$ cat config.mk
export PLATFORM = sky130hd
export DESIGN_NAME = wb_txn_recorder
export DESIGN_NICKNAME = d
export VERILOG_FILES = /design/src/rtl/wb_rec_pkg.sv /design/src/rtl/wb_rec_fifo.sv /design/src/rtl/wb_txn_recorder.sv
export SDC_FILE = /design/constraint.sdc
export NUM_CORES = 1
export LEC_CHECK = 0
export ABC_AREA = 0
export CELL_PAD_IN_SITES_DETAIL_PLACEMENT = 0
export CELL_PAD_IN_SITES_GLOBAL_PLACEMENT = 1
export CORE_ASPECT_RATIO = 0.7
export CORE_MARGIN = 2
export CORE_UTILIZATION = 50
export CTS_BUF_LIST = sky130_fd_sc_hd__clkbuf_4 sky130_fd_sc_hd__clkbuf_8 sky130_fd_sc_hd__clkbuf_16
export DETAILED_ROUTE_END_ITERATION = 6
export PLACE_DENSITY = 0.81
export REMOVE_ABC_BUFFERS = 1
export SLEW_MARGIN = 25
export SYNTH_ARGS = -nofsm -noshare
export SYNTH_HDL_FRONTEND = slang
export SYNTH_HIERARCHICAL = 1
export SYNTH_SLANG_ARGS = --single-unit
$ cat constraint.sdc
create_clock -name clk_i -period 5.2 [get_ports clk_i]
set_clock_uncertainty 0.05 [all_clocks]
set_input_delay 1.3 -clock clk_i [delete_from_list [all_inputs] [get_ports clk_i]]
set_output_delay 1.3 -clock clk_i [all_outputs]
set_load 0.005 [all_outputs]
$ cat src/rtl/wb_rec_pkg.sv
`default_nettype none
// +------------------------------------------------------------------+
// | wb_rec_pkg : shared types and helpers for the WB txn recorder    |
// | Rev 1.0                                                          |
// +------------------------------------------------------------------+
package wb_rec_pkg;

  localparam int REC_ADDR_W = 2;
  localparam int REC_DATA_W = 8;
  localparam int REC_DEPTH  = 16;
  localparam int REC_TS_W   = 16;

  // Record layout at default widths; the top rebuilds it at its own widths.
  typedef struct packed {
    logic                  we;
    logic [REC_ADDR_W-1:0] adr;
    logic [REC_DATA_W-1:0] dat;
    logic [REC_TS_W-1:0]   ts;
  } wb_rec_t;

  typedef enum logic [1:0] {
    REC_IDLE  = 2'd0,
    REC_ARMED = 2'd1,
    REC_RUN   = 2'd2
  } rec_state_e;

  function automatic logic [7:0] sat_inc8(input logic [7:0] v);
    return (v == 8'hFF) ? v : v + 8'd1;
  endfunction

endpackage
`default_nettype wire

$ cat src/rtl/wb_rec_fifo.sv
`default_nettype none
// +------------------------------------------------------------------+
// | wb_rec_fifo : circular record buffer with first-word-fall-through|
// | Rev 1.0                                                          |
// +------------------------------------------------------------------+
module wb_rec_fifo #(
  parameter int DEPTH = 16,
  parameter int REC_W = 27
) (
  input  logic                   clk_i,
  input  logic                   rst_i,
  input  logic                   push_i,
  input  logic                   pop_i,
  input  logic [REC_W-1:0]       wdata_i,
  output logic [REC_W-1:0]       head_o,
  output logic [$clog2(DEPTH):0] count_o
);

  localparam int PTR_W = $clog2(DEPTH);

  logic [REC_W-1:0] mem_q [DEPTH];
  logic [PTR_W-1:0] wr_ptr_q;
  logic [PTR_W-1:0] rd_ptr_q;
  logic [PTR_W:0]   count_q;
  logic [PTR_W:0]   count_d;

  // Push and pop together (including overwrite-when-full) leave count unchanged.
  always_comb begin
    count_d = count_q + {{PTR_W{1'b0}}, push_i} - {{PTR_W{1'b0}}, pop_i};
  end

  always_ff @(posedge clk_i) begin
    if (push_i) mem_q[wr_ptr_q] <= wdata_i;
  end

  always_ff @(posedge clk_i) begin
    if (rst_i) begin
      wr_ptr_q <= '0;
      rd_ptr_q <= '0;
      count_q  <= '0;
    end else begin
      if (push_i) wr_ptr_q <= wr_ptr_q + PTR_W'(1);
      if (pop_i)  rd_ptr_q <= rd_ptr_q + PTR_W'(1);
      count_q <= count_d;
    end
  end

  assign head_o  = mem_q[rd_ptr_q];
  assign count_o = count_q;

endmodule
`default_nettype wire

$ cat src/rtl/wb_txn_recorder.sv
`default_nettype none
// +------------------------------------------------------------------+
// | wb_txn_recorder : timestamps snooped Wishbone cycles into a FIFO |
// | Rev 1.0                                                          |
// +------------------------------------------------------------------+
module wb_txn_recorder
  import wb_rec_pkg::*;
#(
  parameter int ADDR_W    = REC_ADDR_W,
  parameter int DATA_W    = REC_DATA_W,
  parameter int DEPTH     = REC_DEPTH,
  parameter int TS_W      = REC_TS_W,
  parameter int OVERWRITE = 0
) (
  input  logic                   clk_i,
  input  logic                   rst_i,
  input  logic                   wb_cyc_i,
  input  logic                   wb_stb_i,
  input  logic                   wb_we_i,
  input  logic [ADDR_W-1:0]      wb_adr_i,
  input  logic [DATA_W-1:0]      wb_dat_m_i,
  input  logic [DATA_W-1:0]      wb_dat_s_i,
  input  logic                   wb_ack_i,
  input  logic                   en_i,
  input  logic                   trig_en_i,
  input  logic [ADDR_W-1:0]      trig_adr_i,
  input  logic                   clr_i,
  output logic                   rec_valid_o,
  input  logic                   rec_ready_i,
  output logic                   rec_we_o,
  output logic [ADDR_W-1:0]      rec_adr_o,
  output logic [DATA_W-1:0]      rec_dat_o,
  output logic [TS_W-1:0]        rec_ts_o,
  output logic [$clog2(DEPTH):0] count_o,
  output logic                   overflow_o,
  output logic [7:0]             drop_cnt_o
);

  typedef struct packed {
    logic              we;
    logic [ADDR_W-1:0] adr;
    logic [DATA_W-1:0] dat;
    logic [TS_W-1:0]   ts;
  } rec_t;

  localparam int REC_W = $bits(rec_t);
  localparam bit OW_EN = (OVERWRITE != 0);

  rec_state_e            state_q;
  logic [TS_W-1:0]       ts_q;
  logic                  overflow_q;
  logic [7:0]            drop_cnt_q;

  logic                  bus_ack;
  logic                  trig_hit;
  logic                  capture;
  logic                  pop;
  logic                  full;
  logic                  drop;
  logic                  push;
  logic                  fifo_pop;
  logic                  flush;
  rec_t                  new_rec;
  rec_t                  head;
  logic [$clog2(DEPTH):0] count;

  assign bus_ack  = wb_cyc_i & wb_stb_i & wb_ack_i;
  assign trig_hit = bus_ack & wb_we_i & (wb_adr_i == trig_adr_i);
  assign capture  = ((state_q == REC_RUN) & bus_ack) | ((state_q == REC_ARMED) & trig_hit);

  assign pop   = rec_ready_i & rec_valid_o;
  assign full  = (count == ($clog2(DEPTH)+1)'(DEPTH));
  // A pop in the same cycle frees a slot, so a full buffer only loses data without one.
  assign drop     = capture & full & ~pop;
  assign push     = capture & (~drop | OW_EN);
  assign fifo_pop = pop | (drop & OW_EN);
  assign flush    = rst_i | clr_i;

  assign new_rec.we  = wb_we_i;
  assign new_rec.adr = wb_adr_i;
  assign new_rec.dat = wb_we_i ? wb_dat_m_i : wb_dat_s_i;
  assign new_rec.ts  = ts_q;

  wb_rec_fifo #(
    .DEPTH (DEPTH),
    .REC_W (REC_W)
  ) u_fifo (
    .clk_i   (clk_i),
    .rst_i   (flush),
    .push_i  (push),
    .pop_i   (fifo_pop),
    .wdata_i (new_rec),
    .head_o  (head),
    .count_o (count)
  );

  always_ff @(posedge clk_i) begin
    if (rst_i) begin
      state_q    <= REC_IDLE;
      ts_q       <= '0;
      overflow_q <= 1'b0;
      drop_cnt_q <= '0;
    end else if (clr_i) begin
      state_q    <= trig_en_i ? REC_ARMED : REC_RUN;
      ts_q       <= '0;
      overflow_q <= 1'b0;
      drop_cnt_q <= '0;
    end else begin
      ts_q <= ts_q + TS_W'(1);
      if (drop) begin
        overflow_q <= 1'b1;
        drop_cnt_q <= sat_inc8(drop_cnt_q);
      end
      if (!en_i) begin
        state_q <= REC_IDLE;
      end else begin
        case (state_q)
          REC_IDLE:  state_q <= trig_en_i ? REC_ARMED : REC_RUN;
          REC_ARMED: if (trig_hit) state_q <= REC_RUN;
          default:   state_q <= state_q;
        endcase
      end
    end
  end

  // Head fields read as zero while the buffer is empty.
  assign rec_valid_o = (count != '0);
  assign rec_we_o    = rec_valid_o & head.we;
  assign rec_adr_o   = head.adr & {ADDR_W{rec_valid_o}};
  assign rec_dat_o   = head.dat & {DATA_W{rec_valid_o}};
  assign rec_ts_o    = head.ts & {TS_W{rec_valid_o}};
  assign count_o     = count;
  assign overflow_o  = overflow_q;
  assign drop_cnt_o  = drop_cnt_q;

endmodule
`default_nettype wire

==> Word level (Yosys, flattened, before mapping) <==
Memory sizes are Yosys's and may differ from the RTL's. A register that Yosys moved wholly into a read port is not among the register bits.
Index checks and enable logic that the tools add are counted.
{ "totals": {"mem_bits_rw": 432, "word_cells": 55, "register_bits": 40, "input_bits": 30, "mem_count": 1, "output_inout_bits": 42} }
{ "mem_list": {"columns": ["memory", "depth", "width", "read_ports", "rd_ports_with_merged_regs", "wr", "line", "text"], "rows": [
  ["u_fifo.mem_q", 16, 27, 1, 1, 1, "wb_rec_fifo.sv:21", "logic [REC_W-1:0] mem_q [DEPTH];"]
]} }
{ "op_classes": {"eq_ne": 7, "muxes": 10, "reduce_logical": 5, "n_addsub": 6, "n_bitwise": 19} }
{ "op_table": {"columns": ["op", "n"], "rows": [
  ["16-bit by 1-bit adder with 16-bit output, second input constant", 1],
  ["16-bit bitwise AND", 1],
  ["1-bit bitwise AND", 11],
  ["4-bit by 1-bit adder with 4-bit output, second input constant", 2],
  ["8-bit by 1-bit adder with 8-bit output, second input constant", 1],
  ["8-bit bitwise AND", 1],
  ["8-bit == test, second input constant", 1],
  ["2-bit 2-to-1 mux", 4],
  ["4-bit 2-to-1 mux", 2],
  ["8-bit 2-to-1 mux", 1],
  ["5-bit by 1-bit adder with 5-bit output", 1],
  ["5-bit == test, second input constant", 1],
  ["5-bit nonzero test", 1],
  ["5-bit by 1-bit subtractor with 5-bit output", 1],
  ["4-bit by 1-bit != test with 1-bit output, second input constant", 1],
  ["4-bit != test, second input constant", 1],
  ["2-bit one-hot mux with 2 select lines", 1],
  ["2-bit AND reduction", 2],
  ["1-bit NOT", 3],
  ["2-bit bitwise AND", 1],
  ["2-bit by 1-bit == test with 1-bit output, second input constant", 1],
  ["2-bit == test", 1],
  ["2-bit == test, second input constant", 1],
  ["2-bit logical NOT", 1],
  ["3 further kinds", 5]
]} }

==> Depth between registers and ports, before layout <==
{ "depth": {"ltp_word": 12, "depth_mapped": 15, "mapped_depth_nobuf": 13} }

==> By module <==
The synthesis kept the hierarchy.
{ "modules_own_cells": {"columns": ["module", "seq_area_each_um2", "area_per_inst_um2", "cells_per_inst", "instances"], "rows": [
  ["wb_rec_fifo", 13312.8, 17102.7, 753, 1],
  ["wb_txn_recorder", 540.5, 1567.8, 186, 1]
]} }

==> Least setup slack after synthesis <==
No wires, ideal clock.
{ "synth_timing": {"kind": "input to register", "start": "in wb_we_i", "end": "reg u_fifo.count_q[4], in the netlist u_fifo/count_o[4]", "n_path_buf": 2, "setup_slack_ps": 1173, "required_time_ps": 5017, "stages": 15, "setup_time_ps": 133, "arrival_time_ps": 3844, "cell_sequence": "buf_2 nand4_1 and4bb_2 nor2_1 nor2_1 clkbuf_1 inv_1 ha_1 inv_1 ha_1 fa_1 a21o_1 a21oi_1 xnor2_1 nor2_1"} }
{ "synth_between": {"elab_chain_len": 10} }
{ "synth_lines": {"columns": ["element", "line", "text"], "rows": [
  ["start, declared", "wb_txn_recorder.sv:19", "input logic wb_we_i,"],
  ["1-bit bitwise AND * (2 in a row)", "wb_txn_recorder.sv:68", "assign trig_hit = bus_ack & wb_we_i & (wb_adr_i == trig_adr_i);"],
  ["1-bit bitwise AND *", "wb_txn_recorder.sv:69", "assign capture = ((state_q == REC_RUN) & bus_ack) | ((state_q == REC_ARMED) & trig_hit);"],
  ["1-bit bitwise OR *", "wb_txn_recorder.sv:69", null],
  ["1-bit bitwise AND (2 in a row)", "wb_txn_recorder.sv:74", "assign drop = capture & full & ~pop;"],
  ["1-bit NOT", "wb_txn_recorder.sv:75", "assign push = capture & (~drop | OW_EN);"],
  ["1-bit bitwise AND *", "wb_txn_recorder.sv:75", null],
  ["net push", "wb_txn_recorder.sv:60", "logic push;"],
  ["5-bit by 1-bit adder with 5-bit output *", "wb_rec_fifo.sv:29", "count_d = count_q + {{PTR_W{1'b0}}, push_i} - {{PTR_W{1'b0}}, pop_i};"],
  ["5-bit by 1-bit subtractor with 5-bit output *", "wb_rec_fifo.sv:29", null],
  ["end signal, assigned", "wb_rec_fifo.sv:44", "count_q <= count_d;"],
  ["end, declared", "wb_rec_fifo.sv:24", "logic [PTR_W:0] count_q;"]
]} }
The timed path passes the listed nets; every way through them passes the cells marked *.
A chain may end at the register's enable or synchronous reset.

==> impl_metrics.yaml <==
finish:
  final_cell_mix: "edfxtp_1, mux4_2, clkdlybuf4s50_1, clkbuf_16, dfxtp_1"
  final_nets: 1091
  diodes: 0
  final_common_cell: "edfxtp_1"
  area_growth_pct: 16.4
  layout-drive-gt1-share: 0.252
  fill_cells: 2687
detailed_routing:
  drt_iter0_drc: 1001
  drt-wirelength-per-cell_um: 25.2
  drt-pass1-iter-count: 5
  wl_mm: 39.6
  num_vias: 9274
  antenna_left: 0
  via_per_inst: 5.91
  drc_errors: 0
yosys:
  ys_ff_latch: 476
  ys_warn_count: 6
  syn_inst: 939
  synth-edff-count: 432
  synth-seq-area-share: 0.742
  synth_area_sq_um: 18700
  synth.distinct_cells: 48
  synth_flop_cell: "edfxtp_1"
  synthArstFlopShare: 0
  syn-mean-instance-area_sq_um: 19.9
global_route:
  grt_use_total: 0.206
  antenna_found_initial: 0
  grt_pass1_vias: 9576
  grt_pass1_wl_mm: 60.2
  grt_overflow: 0
  grt_max_degree: 50
power:
  irDropWorstVdd_mv: 0.315
  power.density_nw_per_um2: 398
  cellLeakagePower_nw: 6.64
status:
  status: "completed"
die:
  die_h_um: 166
  row_count: 59
  coreArea_sq_um: 37000
  die_area_sq_um: 38900
  start_util: 0.505
  pin_count: 72
  die_x_um: 235
place:
  port_buffers: 71
  gp_congestion: 0.740
  dp_hpwl_mm: 22.9
  pre_cts_ws_ps: 725
worst_setup_path:
  cp.arrival_ps: 3160
  max_stage_delay_ps: 720
  cpMaxStageDelayCell: "dfxtp_4"
  cp.required_ps: 3850
  worst-path-buf-inv: 2
  start_kind: "flip-flop"
  path_max_fanout: 25
  crit_family: "buffers and inverters"
  path_cells: "buf_12, mux4_2, a22oi_1, nand2_1, nor2b_1, clkdlybuf4s50_1"
  endpoint_kind: "primary output"
  reg2reg_slack_ps: 1750
  crit_type: "flip-flop to primary output"
clock_network:
  clock_path_buffers: 3
  cts-buffers-inserted: 45
  worst_skew_pair.late_latency_ps: 560
  clock-sinks: 476
  ctsResizeCount: 0
  cts_setup_buffers: 0
  hold_buffers: 0
  htreeDepth: 2
  clk_pin_slew_ps: 60
  cts_root_buf: "clkbuf_16"
  cts_tree: "built"
timing:
  fin_crit_sh: 0.868
  maxSlewHeadroom: 0.352
  fin_crit_ps: 4510
  setup_viol: 0
  grt_setup_unrepaired: "no"
  slew_violations: 0
  fin_ws_ps: 685
  worstMarginPinSlew_ps: 972
  max_freq_mhz: 221
  hold_viol: 0
  fin_setup_tns_ps: 0
job:
  drv_cap: 0
min_path:
  min_path_type: "flip-flop to flip-flop"
-- cell type report --
| type | instances | area [sq um] | area share |
|---|---|---|---|
| multi-input cells | 409 | 4580 | 0.211 |
| clock inverters | 32 | 320 | 0.0147 |
| inverters | 10 | 37.5 | 0.00173 |
| flip-flops and latches | 476 | 13900 | 0.638 |
| well taps | 488 | 611 | 0.0281 |
| clock buffers | 49 | 1160 | 0.0532 |
| repair buffers | 106 | 1170 | 0.0540 |
-- stage by stage --
step	util	area [sq um]	cells	hold slack (ps)	power (mW)
after detailed placement	0.548	20300	1489	418	5.46
after floorplan	-	18400	895	410	4.94
after CTS	0.588	21700	1570	436	8.75
after global routing	0.588	21700	1570	488	8.97
final	0.588	21700	1570	431	8.64
after global placement	0.548	20300	1489	413	5.45
-- final timing paths --
| check | startpoint | endpoint | depth (start not counted) |
|---|---|---|---|
| worst min-delay path | overflow_o | overflow_o | 2 |
| worst max register to register | u_fifo/count_o[1] | u_fifo/count_o[4] | 11 |
| worst max-delay path | flip-flop | rec_ts_o[2] | 6 |
| worst min register to register | overflow_o | overflow_o | 2 |
-- flip-flops by register name, indices dropped and copies added (netlist names), named ones only --
name and count:
drop_cnt_o 8, u_fifo/mem_q 432, ts_q 16, u_fifo/rd_ptr_q 4
overflow_o 1, u_fifo/wr_ptr_q 4, state_q 2, u_fifo/count_o 5
-- power by group --
| group | internal, mW | leakage, nW | switching, mW |
|---|---|---|---|
| combinational | 0.635 | 1.75 | 0.488 |
| clock | 1.91 | 0.732 | 1.40 |
| sequential | 4.16 | 4.16 | 0.0497 |
| total | 6.71 | 6.64 | 1.93 |
-- kinds of logic after synthesis --
logic type / Yosys count / synth area share
XOR/XNOR: 27 / 0.0127
buffers and inverters: 54 / 0.0151
AO/OA/AOI/OAI: 77 / 0.0353
multiplexers: 118 / 0.136
flip-flops: 476 / 0.742
adder cells (fa/ha/maj): 13 / 0.00911
AND/OR/NAND/NOR: 174 / 0.0497
-- worst min-delay path: stages (launching register included) --
cell     delay (ps)
dfxtp_1         330
a21oi_1          40
nor2_1           70
-- cells in the mapped netlist (all sizes together), types with 3 or more instances --
cell / count / area [sq um]
mux2: 8 / 90.1
nand4: 9 / 56.3
nand3: 7 / 35.0
nand2: 39 / 146
or3: 4 / 25.0
ha: 12 / 150
inv: 10 / 37.5
nor2b: 34 / 213
and4: 4 / 36.3
mux4: 108 / 2430
o21ai: 6 / 30.0
xor2: 18 / 158
a21oi: 8 / 40.0
clkbuf: 21 / 80.1
dfxtp: 44 / 881
and2: 22 / 138
nor3: 5 / 25.0
nor2: 36 / 135
edfxtp: 432 / 13000
buf: 23 / 164
nor3b: 3 / 33.8
and3: 3 / 18.8
a22oi: 54 / 505
xnor2: 9 / 78.8
-- metal layers --
layer	GRT usage	wire, um
met3	0.0377	2590
met1	0.312	17800
met2	0.321	18800
met4	0.0347	458
met5	0	0
Power figures use the tool's default switching activity.
